==> src/rtl/mem_arbiter.sv <==
// Two-port (fetch / load-store) arbiter in front of a single-outstanding cache port.
// Each port holds one request slot; the slot stays occupied until its response returns.
module mem_arbiter #(
   parameter int LS_PRIORITY = 1
) (
   input  logic        clk,
   input  logic        rst,
   input  logic        if_req,
   input  logic [31:0] if_addr,
   output logic        if_resp_valid,
   output logic [31:0] if_resp_data,
   input  logic        ls_req,
   input  logic        ls_mode,
   input  logic [31:0] ls_addr,
   input  logic [31:0] ls_wdata,
   input  logic [3:0]  ls_wstrb,
   output logic        ls_resp_valid,
   output logic [31:0] ls_resp_data,
   output logic        request_enable,
   output logic        req_mode,
   output logic [31:0] req_addr,
   output logic [31:0] req_wdata,
   output logic [3:0]  req_wstrb,
   input  logic        response_enable,
   input  logic [31:0] resp_data,
   output logic        err,
   output logic        o_dbg_busy,
   output logic        o_dbg_owner
);

   typedef enum logic {ST_IDLE = 1'b0, ST_BUSY = 1'b1} state_t;

   localparam logic OWN_IF = 1'b0;
   localparam logic OWN_LS = 1'b1;
   localparam logic W_PRIO = (LS_PRIORITY != 0);

   state_t      r_state;
   state_t      w_state_nxt;
   logic        r_owner;

   logic        r_if_pend;
   logic [31:0] r_if_addr;
   logic        r_ls_pend;
   logic        r_ls_mode;
   logic [31:0] r_ls_addr;
   logic [31:0] r_ls_wdata;
   logic [3:0]  r_ls_wstrb;

   logic        r_req_en;
   logic        r_req_mode;
   logic [31:0] r_req_addr;
   logic [31:0] r_req_wdata;
   logic [3:0]  r_req_wstrb;
   logic        r_if_rv;
   logic [31:0] r_if_rd;
   logic        r_ls_rv;
   logic [31:0] r_ls_rd;
   logic        r_err;

   logic        w_if_acc;
   logic        w_ls_acc;
   logic        w_if_drop;
   logic        w_ls_drop;
   logic        w_if_avail;
   logic        w_ls_avail;
   logic        w_done;
   logic        w_decide;
   logic        w_gnt_if;
   logic        w_gnt_ls;
   logic        w_stray;
   logic [31:0] w_if_addr_eff;
   logic        w_ls_mode_eff;
   logic [31:0] w_ls_addr_eff;
   logic [31:0] w_ls_wdata_eff;
   logic [3:0]  w_ls_wstrb_eff;

   // Next-state and grant decision. The owner's slot is still occupied while in
   // flight, so only the other port can compete at the response cycle.
   always_comb begin
      w_state_nxt    = r_state;
      w_if_acc       = if_req & ~r_if_pend;
      w_ls_acc       = ls_req & ~r_ls_pend;
      w_if_drop      = if_req & r_if_pend;
      w_ls_drop      = ls_req & r_ls_pend;
      w_if_avail     = (r_if_pend & ~((r_state == ST_BUSY) & (r_owner == OWN_IF))) | w_if_acc;
      w_ls_avail     = (r_ls_pend & ~((r_state == ST_BUSY) & (r_owner == OWN_LS))) | w_ls_acc;
      w_done         = (r_state == ST_BUSY) & response_enable;
      w_stray        = (r_state == ST_IDLE) & response_enable;
      w_decide       = (r_state == ST_IDLE) | w_done;
      w_gnt_ls       = w_decide & w_ls_avail & (W_PRIO | ~w_if_avail);
      w_gnt_if       = w_decide & w_if_avail & ~w_gnt_ls;
      w_if_addr_eff  = r_if_pend ? r_if_addr  : if_addr;
      w_ls_mode_eff  = r_ls_pend ? r_ls_mode  : ls_mode;
      w_ls_addr_eff  = r_ls_pend ? r_ls_addr  : ls_addr;
      w_ls_wdata_eff = r_ls_pend ? r_ls_wdata : ls_wdata;
      w_ls_wstrb_eff = r_ls_pend ? r_ls_wstrb : ls_wstrb;
      if (w_gnt_if | w_gnt_ls) begin
         w_state_nxt = ST_BUSY;
      end else if (w_done) begin
         w_state_nxt = ST_IDLE;
      end
   end

   always_ff @(posedge clk) begin
      if (rst) begin
         r_state     <= ST_IDLE;
         r_owner     <= OWN_IF;
         r_if_pend   <= 1'b0;
         r_if_addr   <= 32'h0;
         r_ls_pend   <= 1'b0;
         r_ls_mode   <= 1'b0;
         r_ls_addr   <= 32'h0;
         r_ls_wdata  <= 32'h0;
         r_ls_wstrb  <= 4'h0;
         r_req_en    <= 1'b0;
         r_req_mode  <= 1'b0;
         r_req_addr  <= 32'h0;
         r_req_wdata <= 32'h0;
         r_req_wstrb <= 4'h0;
         r_if_rv     <= 1'b0;
         r_if_rd     <= 32'h0;
         r_ls_rv     <= 1'b0;
         r_ls_rd     <= 32'h0;
         r_err       <= 1'b0;
      end else begin
         r_state <= w_state_nxt;
         if (w_gnt_if | w_gnt_ls) begin
            r_owner <= w_gnt_ls;
         end

         if (w_if_acc) begin
            r_if_pend <= 1'b1;
            r_if_addr <= if_addr;
         end else if (w_done && (r_owner == OWN_IF)) begin
            r_if_pend <= 1'b0;
         end

         if (w_ls_acc) begin
            r_ls_pend  <= 1'b1;
            r_ls_mode  <= ls_mode;
            r_ls_addr  <= ls_addr;
            r_ls_wdata <= ls_wdata;
            r_ls_wstrb <= ls_wstrb;
         end else if (w_done && (r_owner == OWN_LS)) begin
            r_ls_pend <= 1'b0;
         end

         r_req_en <= w_gnt_if | w_gnt_ls;
         if (w_gnt_ls) begin
            r_req_mode  <= w_ls_mode_eff;
            r_req_addr  <= w_ls_addr_eff;
            r_req_wdata <= w_ls_wdata_eff;
            r_req_wstrb <= w_ls_wstrb_eff;
         end else if (w_gnt_if) begin
            r_req_mode  <= 1'b0;
            r_req_addr  <= w_if_addr_eff;
            r_req_wdata <= 32'h0;
            r_req_wstrb <= 4'h0;
         end

         r_if_rv <= w_done & (r_owner == OWN_IF);
         r_ls_rv <= w_done & (r_owner == OWN_LS);
         if (w_done && (r_owner == OWN_IF)) begin
            r_if_rd <= resp_data;
         end
         if (w_done && (r_owner == OWN_LS)) begin
            r_ls_rd <= resp_data;
         end

         if (w_if_drop | w_ls_drop | w_stray) begin
            r_err <= 1'b1;
         end
      end
   end

   assign request_enable = r_req_en;
   assign req_mode       = r_req_mode;
   assign req_addr       = r_req_addr;
   assign req_wdata      = r_req_wdata;
   assign req_wstrb      = r_req_wstrb;
   assign if_resp_valid  = r_if_rv;
   assign if_resp_data   = r_if_rd;
   assign ls_resp_valid  = r_ls_rv;
   assign ls_resp_data   = r_ls_rd;
   assign err            = r_err;
   assign o_dbg_busy     = (r_state == ST_BUSY);
   assign o_dbg_owner    = r_owner;

endmodule

==> config.mk <==
export PLATFORM = sky130hd
export DESIGN_NAME = mem_arbiter
export DESIGN_NICKNAME = d
export VERILOG_FILES = /design/src/rtl/mem_arbiter.sv
export SDC_FILE = /design/constraint.sdc
export NUM_CORES = 1
export LEC_CHECK = 0
export BUFFER_PORTS_ARGS = -buffer_cell sky130_fd_sc_hd__buf_2
export CORE_ASPECT_RATIO = 1.2
export CORE_UTILIZATION = 30
export CTS_CLUSTER_DIAMETER = 40
export DETAILED_ROUTE_END_ITERATION = 10
export SLEW_MARGIN = 20
export SYNTH_ARGS = -nofsm -noshare
export SYNTH_HDL_FRONTEND = slang
export SYNTH_SLANG_ARGS = --single-unit
==> constraint.sdc <==
create_clock -name clk -period 1.7 [get_ports clk]
set_clock_uncertainty 0.1 [all_clocks]
set_input_delay 0.34 -clock clk [delete_from_list [all_inputs] [get_ports clk]]
set_output_delay 0.34 -clock clk [all_outputs]
set_load 0.02 [all_outputs]
After elaboration in Yosys (flattened, before gate mapping)
Cells that the tools add are included.
{ "totals": {"ff_bits": 242, "inputBits": 138, "out_inout_bits": 139} }
{ "op_classes": {"mux": 19, "n_bitwise": 28, "reduce_logical": 6} }
{ "op_table": {"columns": ["cell", "n"], "rows": [
  ["$mux 32", 7],
  ["$and 1x1->1", 15],
  ["$mux 4", 3],
  ["$mux 1", 9],
  ["$reduce_bool 2->1", 4],
  ["$not 1->1", 7],
  ["$or 1x1->1", 6],
  ["$logic_and 1x1->1", 2]
]} }

Longest topological paths before layout
Gate-level depths: netlist (run 1).
{ "logic_depth": {"depth_word": 9, "mapped_depth": 7, "ltp_nobuf": 4} }

Worst setup path after synthesis (run 1)
No wires, ideal clock.
{ "synth_path": {"path_kind": "register to register", "start": "reg r_owner, in the netlist o_dbg_owner", "end": "reg r_req_wdata[11], in the netlist req_wdata[11]", "setup_time_ns": 0.118, "arrival_ns": 1.606, "required_ns": 1.482, "path_slack_ns": -0.123, "path_stages_with_launch": 8, "synth_period_minus_slack_ns": 1.823, "cell_sequence": "dfxtp_1 > buf_2 > and3b_1 > o21ai_1 > a21oi_1 > buf_4 > buf_2 > o2bb2ai_2"} }
{ "synth_via": {"elab_chain_cells": 8} }
{ "synth_rtl": {"columns": ["item", "line_no", "source"], "rows": [
  ["start, declared", "39", "logic r_owner;"],
  ["start signal, assigned", "128", "r_owner <= w_gnt_ls;"],
  ["$not 1->1 / $and 1x1->1 (equally long branches)", "85, 86", null],
  ["$and 1x1->1 / $not 1->1 (equally long branches)", "85, 86", null],
  ["$not 1->1 / $and 1x1->1 (equally long branches)", "85, 86", null],
  ["$and 1x1->1 / $or 1x1->1 (equally long branches)", "85, 86", null],
  ["$or 1x1->1 / $and 1x1->1 (equally long branches)", "85, 90", null],
  ["$and 1x1->1 / $not 1->1 (equally long branches)", "91", "w_gnt_if = w_decide & w_if_avail & ~w_gnt_ls;"],
  ["$and 1x1->1", "91", null],
  ["$reduce_bool 2->1 (no line)", null, null],
  ["end signal, assigned", "152", "r_req_wdata <= w_ls_wdata_eff;"],
  ["end, declared", "52", "logic [31:0] r_req_wdata;"]
]} }
Parallel ways exist; a longest one is shown, timed or not.
A chain may end at the register's enable or synchronous reset.

Worst setup path after layout (run 1)
{ "layout_path": {"start": "reg r_ls_pend", "end": "reg r_ls_wdata[30]"} }
{ "layout_via": {"elab_chain_cells": 2} }
{ "layout_rtl": {"columns": ["item", "line_no", "source"], "rows": [
  ["start, declared", "43", "logic r_ls_pend;"],
  ["start signal, assigned", "110", "r_ls_pend <= 1'b0;"],
  ["start signal, assigned", "139", "r_ls_pend <= 1'b1;"],
  ["start signal, assigned", "145", "r_ls_pend <= 1'b0;"],
  ["$not 1->1", "82", "w_ls_acc = ls_req & ~r_ls_pend;"],
  ["$and 1x1->1", "82", null],
  ["end signal, assigned", "142", "r_ls_wdata <= ls_wdata;"],
  ["end, declared", "46", "logic [31:0] r_ls_wdata;"]
]} }
Every way passes these cells.

==> flow_summary.toml, run 1 <==
[run_status]
status = "finished, final reports clean"

[cells_and_area]
finalNonFillerCells = 1941
design_area_sq_mm = 0.0147
layout-drive-gt1-share = 0.277
fin_util = 0.456
area_delta_synth_final_pct = 49.8
final_net_count = 1642

[timing]
relSlewSlack = 0.671
maxSlewViolCount = 0
rsz0062_at_grt = "yes"
finalSetupViolCount = 0
max_slew.worst_pin.slew_ns = 0.493
hold_violations = 0
period_needed_ns = 1.68
hold_slack_ns = 0.159
max_freq_mhz = 595
fin_crit_sh = 0.989

[place]
dp_hpwl_microns = 19200
dp.cells = 1731
place_area_sq_mm = 0.0119
portBuffers = 276
finalWeightedCongestion = 0.757

[cts]
cts_sinks = 242
tritoncts.num_buffers = 39
ctsHtreeMaxLevel = 2
clkLatencyLatePin_ns = 0.52
clkSlewWorstSetupHoldPaths_ns = 0.05
cts_tree = "yes"
clock-root-buffer = "clkbuf_16"
clk_path_buf_depth = 3

[logic_synthesis]
ys_async_sr_fraction = 0
ys_types = 26
avgSynthCellArea_sq_um = 8.92
synthCells = 1099
yosys_most_used_dff = "dfxtp_1"
syn-num-nets = 1237
synth_edf_count = 0
ys_warn_count = 0
ys_seq_area_frac = 0.494
synth_most_common_cell = "nand2_1"
synth.area.top_cells = "dfxtp_1, mux2i_1, nand2_1, a21oi_1, o2bb2ai_2"
yosys_register_bits = 242
synth_top_area_frac = 0.494
yosysTopAreaCell = "dfxtp_1"
synth_commonest_cells = "nand2_1, dfxtp_1, a21oi_1, mux2i_1, clkbuf_1"
synth.cell_area_sq_mm = 0.00980

[setup_path]
critPathMaxFanout = 48
path_common_cell = "buf_12"
cp-startpoint = "r_ls_pend"
critPathKind = "flip-flop to flip-flop"
cp.arrival_ns = 2.01
worstPathRequired_ns = 2.03
cp-end-kind = "flip-flop"
crit_buf_inv = 2
crit_family = "buffers and inverters"
critical-path-max-stage-delay_ns = 0.39
slowest_stage = "dfxtp_4"
r2r-start = "r_ls_pend"
cp-start-kind = "flip-flop"
cp_cell_sequence = "buf_12, nand2b_2, buf_12, nand2_1, a21oi_1"

[routing]
ant_nets = 0
drt-met1-wl_microns = 12600
dr.max_layer_used = "met5"
first_iter_violations = 426
wl_met3_microns = 1740
drcViolationCount = 0
via_count = 9126
dr.pass1.iters = 5
wl_per_cell_microns = 15.8
viasPerCell = 4.70
wl_met2_microns = 15100
wl_microns = 30600

[global_route]
grt_overflow = 0
grt_pass1_wl_microns = 47500
grt.total_usage = 0.177
grt_start_max_net_pins = 89
grt_pass1_vias = 9184
antenna_found_initial = 4

[worst_hold_path]
hp-class = "input pin to flip-flop"
worstHoldStart = "ls_req"

[floorplan]
dieArea_sq_mm = 0.0334
start_util = 0.305
io_pins = 277
core_sq_mm = 0.0322
die_x_microns = 167
die_h_microns = 200
rows = 72

[pwr]
ir_worst_vdd_mv = 0.804
p_per_area_mw_per_mm2 = 1180
finalPower_w = 0.0173
leakagePower_nw = 6.31

[run]
cap_viol_max_count = 0
layer usage:
layer / up-vias / track usage
met5: - / 0
met4: 4 / 0.0888
met3: 81 / 0.0422
met2: 268 / 0.305
met1: 4239 / 0.206
li1: 4534 / -
layout by cell type (no fill, tap or decap), types with 2 or more instances in the layout:
cell type        n
dfxtp_2          2
nand2b_2         2
clkinv_4         2
buf_6            4
buf_2          273
buf_4           23
nor2b_4          3
dfxtp_1        238
nand2b_1        33
dlygate4sd3_1  133
buf_12          21
nor2_1           7
o2bb2ai_1       16
a2bb2oi_1       33
inv_6            6
dfxtp_4          2
mux2i_1        132
inv_1            2
clkbuf_1         6
nor2_2           2
bufinv_16        5
a21oi_1        170
clkbuf_16       40
clkinv_2         2
diode_2          2
o2bb2ai_2       21
nand2_1        333
clkbuf_8         6
cell families (layout without fill, tap and decap cells):
kind of cell,after synthesis,count (layout),synth area share
mux,133,133,0.136
flops,242,242,0.494
other cells,0,2,0
buf+inv,93,526,0.0423
compound gates,245,245,0.167
simple gates,386,386,0.160
path summary, 6_finish.rpt:
path / end / slack [ns] / cells after the start
worst max-delay path: r_ls_wdata[30] / 0.02 / 5
worst min-delay path: err / 0.16 / 4
worst max register to register: r_ls_wdata[30] / 0.02 / 5
worst min register to register: if_resp_data[11] / 0.35 / 2
metrics by stage:
stage,setup WS (ns),setup TNS (ns)
after floorplan,-0.0662,-2.02
after global placement,-0.0692,-2.33
after detailed placement,-0.0708,-1.93
after CTS,0.00160,0
after global routing,-0.0836,-1.80
final,0.0191,0
sequential cells by signal (all words and copies together) (netlist names), 4 cells and up:
signal,flops
req_addr,32
r_ls_wstrb,4
r_ls_addr,32
r_if_addr,32
req_wdata,32
if_resp_data,32
req_wstrb,4
r_ls_wdata,32
ls_resp_data,32
area by class of cell:
| class | count | area, sq um |
|---|---|---|
| fill | 2995 | 17500 |
| multi-input combinational | 764 | 4600 |
| clock inverter | 18 | 255 |
| antenna | 2 | 5.00 |
| sequential | 242 | 4850 |
| tap | 407 | 509 |
| timing repair buffer | 455 | 3360 |
| inverter | 2 | 7.51 |
| clock buffer | 51 | 1080 |
timing repair:
action	4_1_cts	5_1_grt
hold buffers	133	0
cloned	0	1
resized for setup	2	7
pin swaps	1	1
setup endpoints to repair	15	106
setup buffers	3	2
hold endpoints to repair	169	0
tightest hold or removal path: stages:
cell and delay [ns]:
buf_2 0.11, buf_4 0.12, a21oi_1 0.06, a21oi_1 0.11
report_power, final:
group	internal [W]	total [W]	switching [W]
Sequential	0.00609	0.00633	0.000233
Combinational	0.00129	0.00280	0.00152
Clock	0.00528	0.00815	0.00287
No activity file was read; power rests on OpenSTA's default activity.
==> run 2: changes to the inputs <==
CORE_ASPECT_RATIO = 2   (was 1.2)
CORE_MARGIN = 2   (was default)
==> run 2 against run 1 <==
Net effect:
- global-route usage is essentially flat
- sequential power about the same
- die area is 2.5% higher
- via count grew 0.72%
- sequential share of layout area is 0.36 points higher
- non-clock buffer count is 8 higher
==> flow_summary.toml, run 2 (synthesis results as in run 1) <==
[run_status]
status = "finished, final reports clean"

[setup_path]
critical-path-max-stage-delay_ns = 0.36
cp-end-kind = "flip-flop"
crit_buf_inv = 3
cp.arrival_ns = 2.07
path_depth = 7
path_common_cell = "buf_12"
cp-start-kind = "flip-flop"
slowest_stage = "dfxtp_4"
ff2ff_setup_slack_ns = 0.01
critPathKind = "flip-flop to flip-flop"
cp-endpoint = "req_addr[0]"
rr_worst_depth = 7
r2r-start = "o_dbg_busy"
worstPathRequired_ns = 2.08
critPathMaxFanout = 8
cp-startpoint = "o_dbg_busy"
crit_family = "buffers and inverters"
cp_cell_sequence = "nor2b_4, a311oi_4, buf_12, buf_12, buf_8, mux2i_2, a2bb2oi_2"
timing.rr.end = "req_addr[0]"

[cells_and_area]
area_delta_synth_final_pct = 48.3
mostFrequentLayoutCell = "nand2_1"
layout-drive-gt1-share = 0.280
final_net_count = 1637
layout_common_cells = "nand2_1, buf_2, dfxtp_1, a21oi_1, dlygate4sd3_1"

[global_route]
grt_util_met1 = 0.179
grt-busiest-layer = "met2"
antenna_found_initial = 4
grt_pass1_vias = 9273
grt_start_max_net_pins = 98
met2_usage = 0.344
grt_pass1_wl_microns = 48800
grt_overflow = 0
grt.total_usage = 0.177
grt_util_met3 = 0.0271

[cts]
tritoncts.num_buffers = 26
clock-root-buffer = "clkbuf_16"
clk_path_buf_depth = 3
cts_sinks = 242
ctsHtreeMaxLevel = 1
clkSlewWorstSetupHoldPaths_ns = 0.07
cts_tree = "yes"
clkLatencyLatePin_ns = 0.54

[timing]
max_freq_mhz = 593
relSlewSlack = 0.429
max_slew.worst_pin.slew_ns = 0.855
finalSetupViolCount = 0
fin_crit_sh = 0.993
hold_slack_ns = 0.0805
hold_violations = 0
period_needed_ns = 1.69
worst_slack_ns = 0.0123
maxSlewViolCount = 0
rsz0062_at_grt = "yes"

[routing]
wl_microns = 32100
first_iter_violations = 396
drcViolationCount = 0
ant_nets = 0
via_count = 9192
wl_per_cell_microns = 16.5
dr.pass1.iters = 4
viasPerCell = 4.72

[floorplan]
die_h_microns = 260
start_util = 0.304
rows = 93
die_x_microns = 132
io_pins = 277
core_sq_mm = 0.0322
dieArea_sq_mm = 0.0342

[pwr]
finalPower_w = 0.0156
p_per_area_mw_per_mm2 = 1070
leakagePower_nw = 6.18
ir_worst_vdd_mv = 0.702

[place]
portBuffers = 276
finalWeightedCongestion = 0.813
dp_hpwl_microns = 21100
dp_worst_setup_slack_ns = -0.0654

[run]
cap_viol_max_count = 0

[worst_hold_path]
hp-class = "input pin to flip-flop"
## run 2: final cells by class
type	count	area, sq um
antenna	3	7.51
clock buffer	31	711
clock inverter	17	259
fill	3104	17700
inverter	2	7.51
multi-input combinational	764	4640
sequential	242	4860
tap	427	534
timing repair buffer	463	3510
## run 2: where the power goes
group | switching (W) | internal [W]
logic | 0.00157 | 0.00136
registers | 0.000233 | 0.00608
clock network | 0.00253 | 0.00380
## run 2: worst min path at each step
stage	start	endpoint	slack (ns)	cells after the start
4_1_cts	if_req	err	0.04	3
3_3_place_gp	if_resp_data[2]	if_resp_data[2]	0.34	2
3_5_place_dp	req_wdata[5]	req_wdata[5]	0.34	1
2_1_floorplan	r_if_addr[0]	r_if_addr[0]	0.34	2
5_1_grt	if_req	err	0.12	3
6_report	if_req	err	0.08	3
## run 2: tightest hold or removal path, cell delays in order
cell,delay [ns]
buf_2,0.11
a2bb2oi_1,0.08
a21oi_1,0.14
## run 2: per-stage QoR
step,area (sq um),TNS (ns),util,std cells
final,14500,0,0.451,1949
after global routing,14500,-0.186,0.451,1948
after CTS,14400,-0.0622,0.445,1940
after detailed placement,12000,-3.38,0.371,1754
after global placement,12000,-0.870,0.371,1754
after floorplan,9840,-2.02,-,1099
## run 2: repair_timing
| action | 4_1_cts | 5_1_grt |
|---|---|---|
| gates resized for setup | 4 | 20 |
| endpoints found under the setup margin | 18 | 71 |
| buffers inserted | 3 | 3 |
| pin swaps | 1 | 1 |
| hold buffers | 134 | 0 |
| gates cloned | 1 | 3 |
| endpoints found under the hold margin | 190 | 0 |
## run 2: per-layer routing
metal / vias to the layer above / part of all wire
met5: - / 0.00078
met3: 90 / 0.043
met4: 4 / 0.051
li1: 4510 / -
met1: 4327 / 0.37
met2: 261 / 0.54
